## src/rtl/pipe_hazard_ctrl.sv

```systemverilog
// pipe_hazard_ctrl: pipeline stall/flush controller for load-use, multi-cycle EX and redirects
module pipe_hazard_ctrl (
  input  logic        clk,
  input  logic        rst,
  input  logic        stallreq_id_i,
  input  logic        ex_mc_start_i,
  input  logic [5:0]  ex_mc_cycles_i,
  input  logic        flush_req_i,
  input  logic [31:0] flush_pc_i,
  output logic [5:0]  stall_o,
  output logic        flush_o,
  output logic [31:0] new_pc_o,
  output logic        busy_o,
  output logic [31:0] stall_cycles_o
);
  typedef enum logic [1:0] {RUN, MC_STALL, FLUSH} state_t;
  state_t      state_q, state_d;
  logic [5:0]  cnt_q, cnt_d;
  logic [31:0] new_pc_q, new_pc_d;
  logic [31:0] stall_cycles_q;
  logic [5:0]  stall_d;
  logic        flush_d;
  always_comb begin
    state_d  = state_q;
    cnt_d    = cnt_q;
    new_pc_d = new_pc_q;
    stall_d  = 6'b000000;
    flush_d  = 1'b0;
    case (state_q)
      RUN: begin
        if (flush_req_i) begin
          flush_d  = 1'b1;
          new_pc_d = flush_pc_i;
          state_d  = FLUSH;
        end else if (ex_mc_start_i && ex_mc_cycles_i != 6'd0) begin
          stall_d = 6'b001111;
          if (ex_mc_cycles_i != 6'd1) begin
            cnt_d   = ex_mc_cycles_i - 6'd1;
            state_d = MC_STALL;
          end
        end else if (stallreq_id_i) begin
          stall_d = 6'b000111;
        end
      end
      MC_STALL: begin
        if (flush_req_i) begin
          flush_d  = 1'b1;
          cnt_d    = 6'd0;
          new_pc_d = flush_pc_i;
          state_d  = FLUSH;
        end else begin
          stall_d = 6'b001111;
          cnt_d   = cnt_q - 6'd1;
          state_d = (cnt_q <= 6'd1) ? RUN : MC_STALL;
        end
      end
      default: begin
        flush_d  = 1'b1;
        new_pc_d = flush_req_i ? flush_pc_i : new_pc_q;
        state_d  = flush_req_i ? FLUSH : RUN;
      end
    endcase
  end
  always_ff @(posedge clk) begin
    if (rst) begin
      state_q        <= RUN;
      cnt_q          <= 6'd0;
      new_pc_q       <= 32'h0;
      stall_cycles_q <= 32'h0;
    end else begin
      state_q        <= state_d;
      cnt_q          <= cnt_d;
      new_pc_q       <= new_pc_d;
      stall_cycles_q <= (|stall_d && ~&stall_cycles_q) ? stall_cycles_q + 32'd1 : stall_cycles_q;
    end
  end
  assign stall_o        = rst ? 6'b000000 : stall_d;
  assign flush_o        = rst ? 1'b0 : flush_d;
  assign new_pc_o       = new_pc_q;
  assign busy_o         = state_q != RUN;
  assign stall_cycles_o = stall_cycles_q;
endmodule

```

## config.mk

```make
export PLATFORM = sky130hd
export DESIGN_NAME = pipe_hazard_ctrl
export DESIGN_NICKNAME = d
export VERILOG_FILES = /design/src/rtl/pipe_hazard_ctrl.sv
export SDC_FILE = /design/constraint.sdc
export NUM_CORES = 1
export LEC_CHECK = 0
export ABC_AREA = 0
export ABC_CLOCK_PERIOD_IN_PS = 3260
export CAP_MARGIN = 15
export CORE_AREA = 2 2 109 90
export DETAILED_ROUTE_END_ITERATION = 16
export DIE_AREA = 0 0 111 92
export GPL_ROUTABILITY_DRIVEN = 1
export GPL_TIMING_DRIVEN = 0
export PLACE_DENSITY_LB_ADDON = 0.3
export SETUP_SLACK_MARGIN = 0.15
export SKIP_LAST_GASP = 1
export SLEW_MARGIN = 10
export SYNTH_ARGS = -nofsm -noshare
export SYNTH_HDL_FRONTEND = slang
export SYNTH_SLANG_ARGS = --single-unit
```

## constraint.sdc

```tcl
create_clock -name clk -period 3.26 [get_ports clk]
set_clock_uncertainty 0.2 [all_clocks]
set_input_delay 0.489 -clock clk [delete_from_list [all_inputs] [get_ports clk]]
set_output_delay 0.489 -clock clk [all_outputs]
set_load 0.05 [all_outputs]
```

# == Word level (Yosys, flattened, before mapping) ==
# Index checks and enable logic that the tools add are counted.
# word_totals
word_cells,48
register_bits,72
# op_classes
order_cmp,1
add_sub_neg,3
eq_ne,7
n_mux,21
n_reduce_logical,12
# ops
op,count
"adder 32 x 1 -> 32 bit, second input constant",1
AND reduction 32 bit,1
2-to-1 mux 6 bit,5
2-to-1 mux 4 bit,3
one-hot mux 6 bit (2 select lines),1
"subtractor 6 x 1 -> 6 bit, second input constant",2
2-to-1 mux 2 bit,5
one-hot mux 4 bit (2 select lines),1
"<= comparator 6 x 1 -> 1 bit, second input constant",1
"inequality test 2 bit, second input constant",3
"inequality test 3 bit, second input constant",2
"inequality test 6 x 1 -> 1 bit, second input constant",1
nonzero test 6 bit,1
OR reduction 6 bit,1
2-to-1 mux 1 bit,4
one-hot mux 2 bit (2 select lines),1
AND reduction 4 bit,1
nonzero test 2 bit,2
2-to-1 mux 3 bit,1
"== test 2 x 1 -> 1 bit, second input constant",1
logical AND 1 bit,2
logical NOT 2 bit,1
AND reduction 2 bit,1
OR reduction 2 bit,1
logical NOT 1 bit,1

# == Depth between registers and ports, before layout ==
# logic_depth
word_depth,7
ltp_mapped,9

# == Least setup slack after synthesis ==
# No wires, ideal clock.
# synth_path
path_kind,input-to-output
start,input port flush_req_i
end,output port stall_o[1]
arrival_ps,2709
slack_ps,-138
stages,5
path_cell_list,buf_2 > or2_0 > clkbuf_1 > a211oi_1 > buf_4
# synth_via
elab_chain_len,3
word_cells_on_any_way,4
cone_classes,mux (4)
# synth_rtl
element,line,source
start: declaration,8,"input logic flush_req_i,"
"2-to-1 mux 4 bit, on equally long branches","46, 31",
one-hot mux 4 bit (2 select lines) (*),29,case (state_q)
2-to-1 mux 6 bit (*),77,assign stall_o = rst ? 6'b000000 : stall_d;
end: declaration,10,"output logic [5:0] stall_o,"
# Mark *: on every way between the ends. The rest lies on a longest branch, timed or not.

# == Final worst setup path ==
# layout_path
start,input port ex_mc_cycles_i[0]
end,output port stall_o[2]
# layout_via
elab_chain_len,6
# layout_rtl
element,line,source
start: declaration,7,"input logic [5:0] ex_mc_cycles_i,"
nonzero test 6 bit,35,end else if (ex_mc_start_i && ex_mc_cycles_i != 6'd0) begin
logical AND 1 bit,35,
2-to-1 mux 4 bit,35,
2-to-1 mux 4 bit,31,if (flush_req_i) begin
one-hot mux 4 bit (2 select lines),29,
2-to-1 mux 6 bit,77,
# No other way between the ends.

==> impl_metrics.csv <==
group,metric,value,unit
critical_path,required,2570,ps
critical_path,endpoint_kind,"output port",
timing,drv_slew,0,
clocking,clock_sinks,72,
finish,nNetsFinal,577,
critical_path,reg2reg_to,"stall_cycles_o[23]$_SDFFE_PP0P_",
timing,fin_tns_setup,0,ps
timing,maxSlewHeadroom,37.8,%
clocking,clk_pin_slew,60,ps
synth,synth-simple-area-share,25.2,%
timing,grt_setup_unrepaired,"no",
critical_path,r2r_cells,5,
grt,overflow,0,
finish,area_delta_synth_final,42.7,%
place,numPortBuffers,110,
hold_path,hold_depth,2,
synth,syn_avg_cell_area,8.78,um2
synth,synth_warnings,0,
critical_path,startpoint_type,"input port",
pwr,p_leak,1.84,nW
synth,synth_area,3560,um2
critical_path,worstSetupPathType,"input port to output port",
critical_path,rrSetupSlack,660,ps
place,post_dp_cell_area,4820,um2
place,gp_congestion,0.853,
routing,viasPerCell,5.43,
synth,synth_top_family_by_area,"simple AND/OR/NAND/NOR gates",
synth,synthCells,406,
clocking,cts_max_level,3,
clocking,cts_tree,"done",
synth,ys_seq_area_share,40.4,%
timing,finalHoldViolCount,0,
routing,wl_per_cell,15.3,um
hold_path,hp-start,"cnt_q[5]$_SDFFE_PP0P_",
die,die_h,92,um
place,hpwl,7.34,mm
finish,register_area,1440,um2
critical_path,worstPathArrival,2310,ps
timing,worst_pin_slew,924,ps
die,io-pin-count,115,
synth,synth_edf_count,0,
clocking,root_buffer,"clkbuf_16",
grt,grt_pass1_wl,16.2,mm
routing,via_count,3527,
synth,synthMuxAreaShare,11.0,%
synth,synth_fa_ha_area_share,2.11,%
routing,dr.first_iter.drc_count,170,
synth,synth_flop_cell,"dfxtp_1",
grt,grt_max_degree,13,
clocking,clk_latency,330,ps
finish,mostFrequentLayoutCell,"clkdlybuf4s50_1",
hold_path,hold_path_class,"flop to flop",
critical_path,cp_max_fo,4,
routing,wirelength,9.96,mm
synth,async_reset_ff_share,0,%
synth,yosys.area_share.xor_xnor,0.983,%
timing,finalCritPeriodShare,92.0,%
timing,fmax,0.333,GHz
synth,synth_compound_area_share,14.6,%
die,start_util,38.5,%
routing,ant_nets,0,
die,coreArea,9250,um2
hold_path,whs_endpoint,"cnt_q[5]$_SDFFE_PP0P_",
run,maxCapViolCount,0,
finish,num_antenna_cells,0,
grt,antenna_found_initial,0,
finish,multi_input_area,1940,um2
clocking,clockBufferDepth,2,
timing,setup_violations,0,
finish,layout_common_cells,"105 x clkdlybuf4s50_1, 72 x dfxtp_1, 56 x nor2_1, 32 x a21oi_1, 32 x mux2i_1",
clocking,cts-buffers-inserted,9,
pwr,powerDensity,433,nW/um2
grt,grt_pass1_vias,3399,
finish,nFillCells,862,
die,rows,32,
routing,drt_pass1_iterations,5,
grt,grt.total_usage,19.4,%
timing,min_period,3000,ps
routing,drc,0,
run_status,status,"finished clean",
die,dieWidth,111,um
place,placed_cells,636,
finish,stdcell_count,650,
finish,drive_gt1_share,8.85,%
die,dieArea,10200,um2
clocking,cts_hold_buf,0,
critical_path,r2r_start,"stall_cycles_o[13]$_SDFFE_PP0P_",
synth,synth.distinct_cells,52,
finish,stdcell_area,5090,um2
synth,ys_ff_latch,72,
pwr,ir_worst_vdd,0.351,mV
[layer usage]
metal,part of all wire (%),routed length [um],GRT usage (%)
met5,0,0,0
met2,45,4460,30.6
met4,0.76,76,5.52
met3,9.8,979,8.53
met1,45,4450,24.2
[report_power, final]
part	internal, mW	total, mW	switching, mW
logic	0.147	0.368	0.221
clock network	0.529	0.900	0.371
registers	0.913	0.934	0.0212
total	1.59	2.20	0.613
[flip-flops by register name, indices dropped and copies added, names as in the netlist]
signal	cells
stall_cycles_o	32
new_pc_o	32
cnt_q	6
state_q	2
[stage by stage]
stage	power (mW)	hold WS, ps	utilization [%]	setup WS (ps)
after floorplan	1.18	251	-	437
after global placement	1.32	267	52.2	-244
after detailed placement	1.32	278	52.2	-279
after CTS	2.23	289	55.1	-11.8
after global routing	2.29	308	55.0	164
final	2.20	286	55.0	259
[worst max-delay path, stage by stage]
cell and delay (ps):
clkdlybuf4s50_1 570, inv_1 100, ha_1 230, a21bo_2 230, a211oi_2 280, buf_4 160, clkbuf_2 260
[cell type report]
type	instances	share of cell area [%]
clock inverter	4	0.615
buffer	31	3.32
sequential	72	28.3
inverter	8	0.590
timing repair buffer	110	21.4
clock buffer	10	4.70
tap	119	2.93
multi-input combinational	296	38.2
[Yosys cell counts, types with 2 or more instances]
master | number | area [um2]
dfxtp_1 | 72 | 1440
nor2_1 | 56 | 210
a21oi_1 | 32 | 160
mux2i_1 | 32 | 320
or4_1 | 23 | 173
o31ai_1 | 21 | 158
nand2_1 | 17 | 63.8
clkbuf_1 | 12 | 45.0
nand4_1 | 11 | 68.8
o21ai_0 | 11 | 55.1
nand3_1 | 10 | 50.1
nor4_1 | 10 | 62.6
inv_1 | 8 | 30.0
buf_1 | 6 | 22.5
ha_1 | 6 | 75.1
nor2b_1 | 6 | 37.5
a211oi_1 | 5 | 37.5
buf_2 | 5 | 25.0
nor3_1 | 5 | 25.0
buf_4 | 4 | 30.0
buf_6 | 4 | 45.0
mux2_1 | 4 | 45.0
or3_1 | 4 | 25.0
and4_1 | 3 | 26.3
o22ai_1 | 3 | 18.8
xnor2_1 | 3 | 26.3
and2_1 | 2 | 12.5
and3_1 | 2 | 12.5
nand4_2 | 2 | 25.0
nor3b_1 | 2 | 15.0
o211ai_1 | 2 | 15.0
or2_2 | 2 | 12.5
or3_4 | 2 | 22.5
[kinds of logic after synthesis]
logic type | count (synthesis)
xor+xnor | 4
flops | 72
buf+inv | 39
simple gates | 163
other cells | 1
fa+ha+maj | 6
mux | 38
compound gates | 83
[worst max-delay path by stage]
stage,startpoint,to,slack [ps],cells past startpoint
after global routing,ex_mc_cycles_i[0],stall_cycles_o[31]$_SDFFE_PP0P_,160,9
after CTS,ex_mc_cycles_i[0],stall_o[2],-10,7
final,ex_mc_cycles_i[0],stall_o[2],260,7
after floorplan,flush_req_i,stall_o[1],440,5
after detailed placement,ex_mc_cycles_i[0],stall_o[2],-280,7
after global placement,ex_mc_cycles_i[0],stall_o[1],-240,7
[repair_timing]
item	CTS	global route
setup buffers	0	0
gates resized for setup	10	8
setup endpoints to repair	5	3
Power figures use the tool's default switching activity.
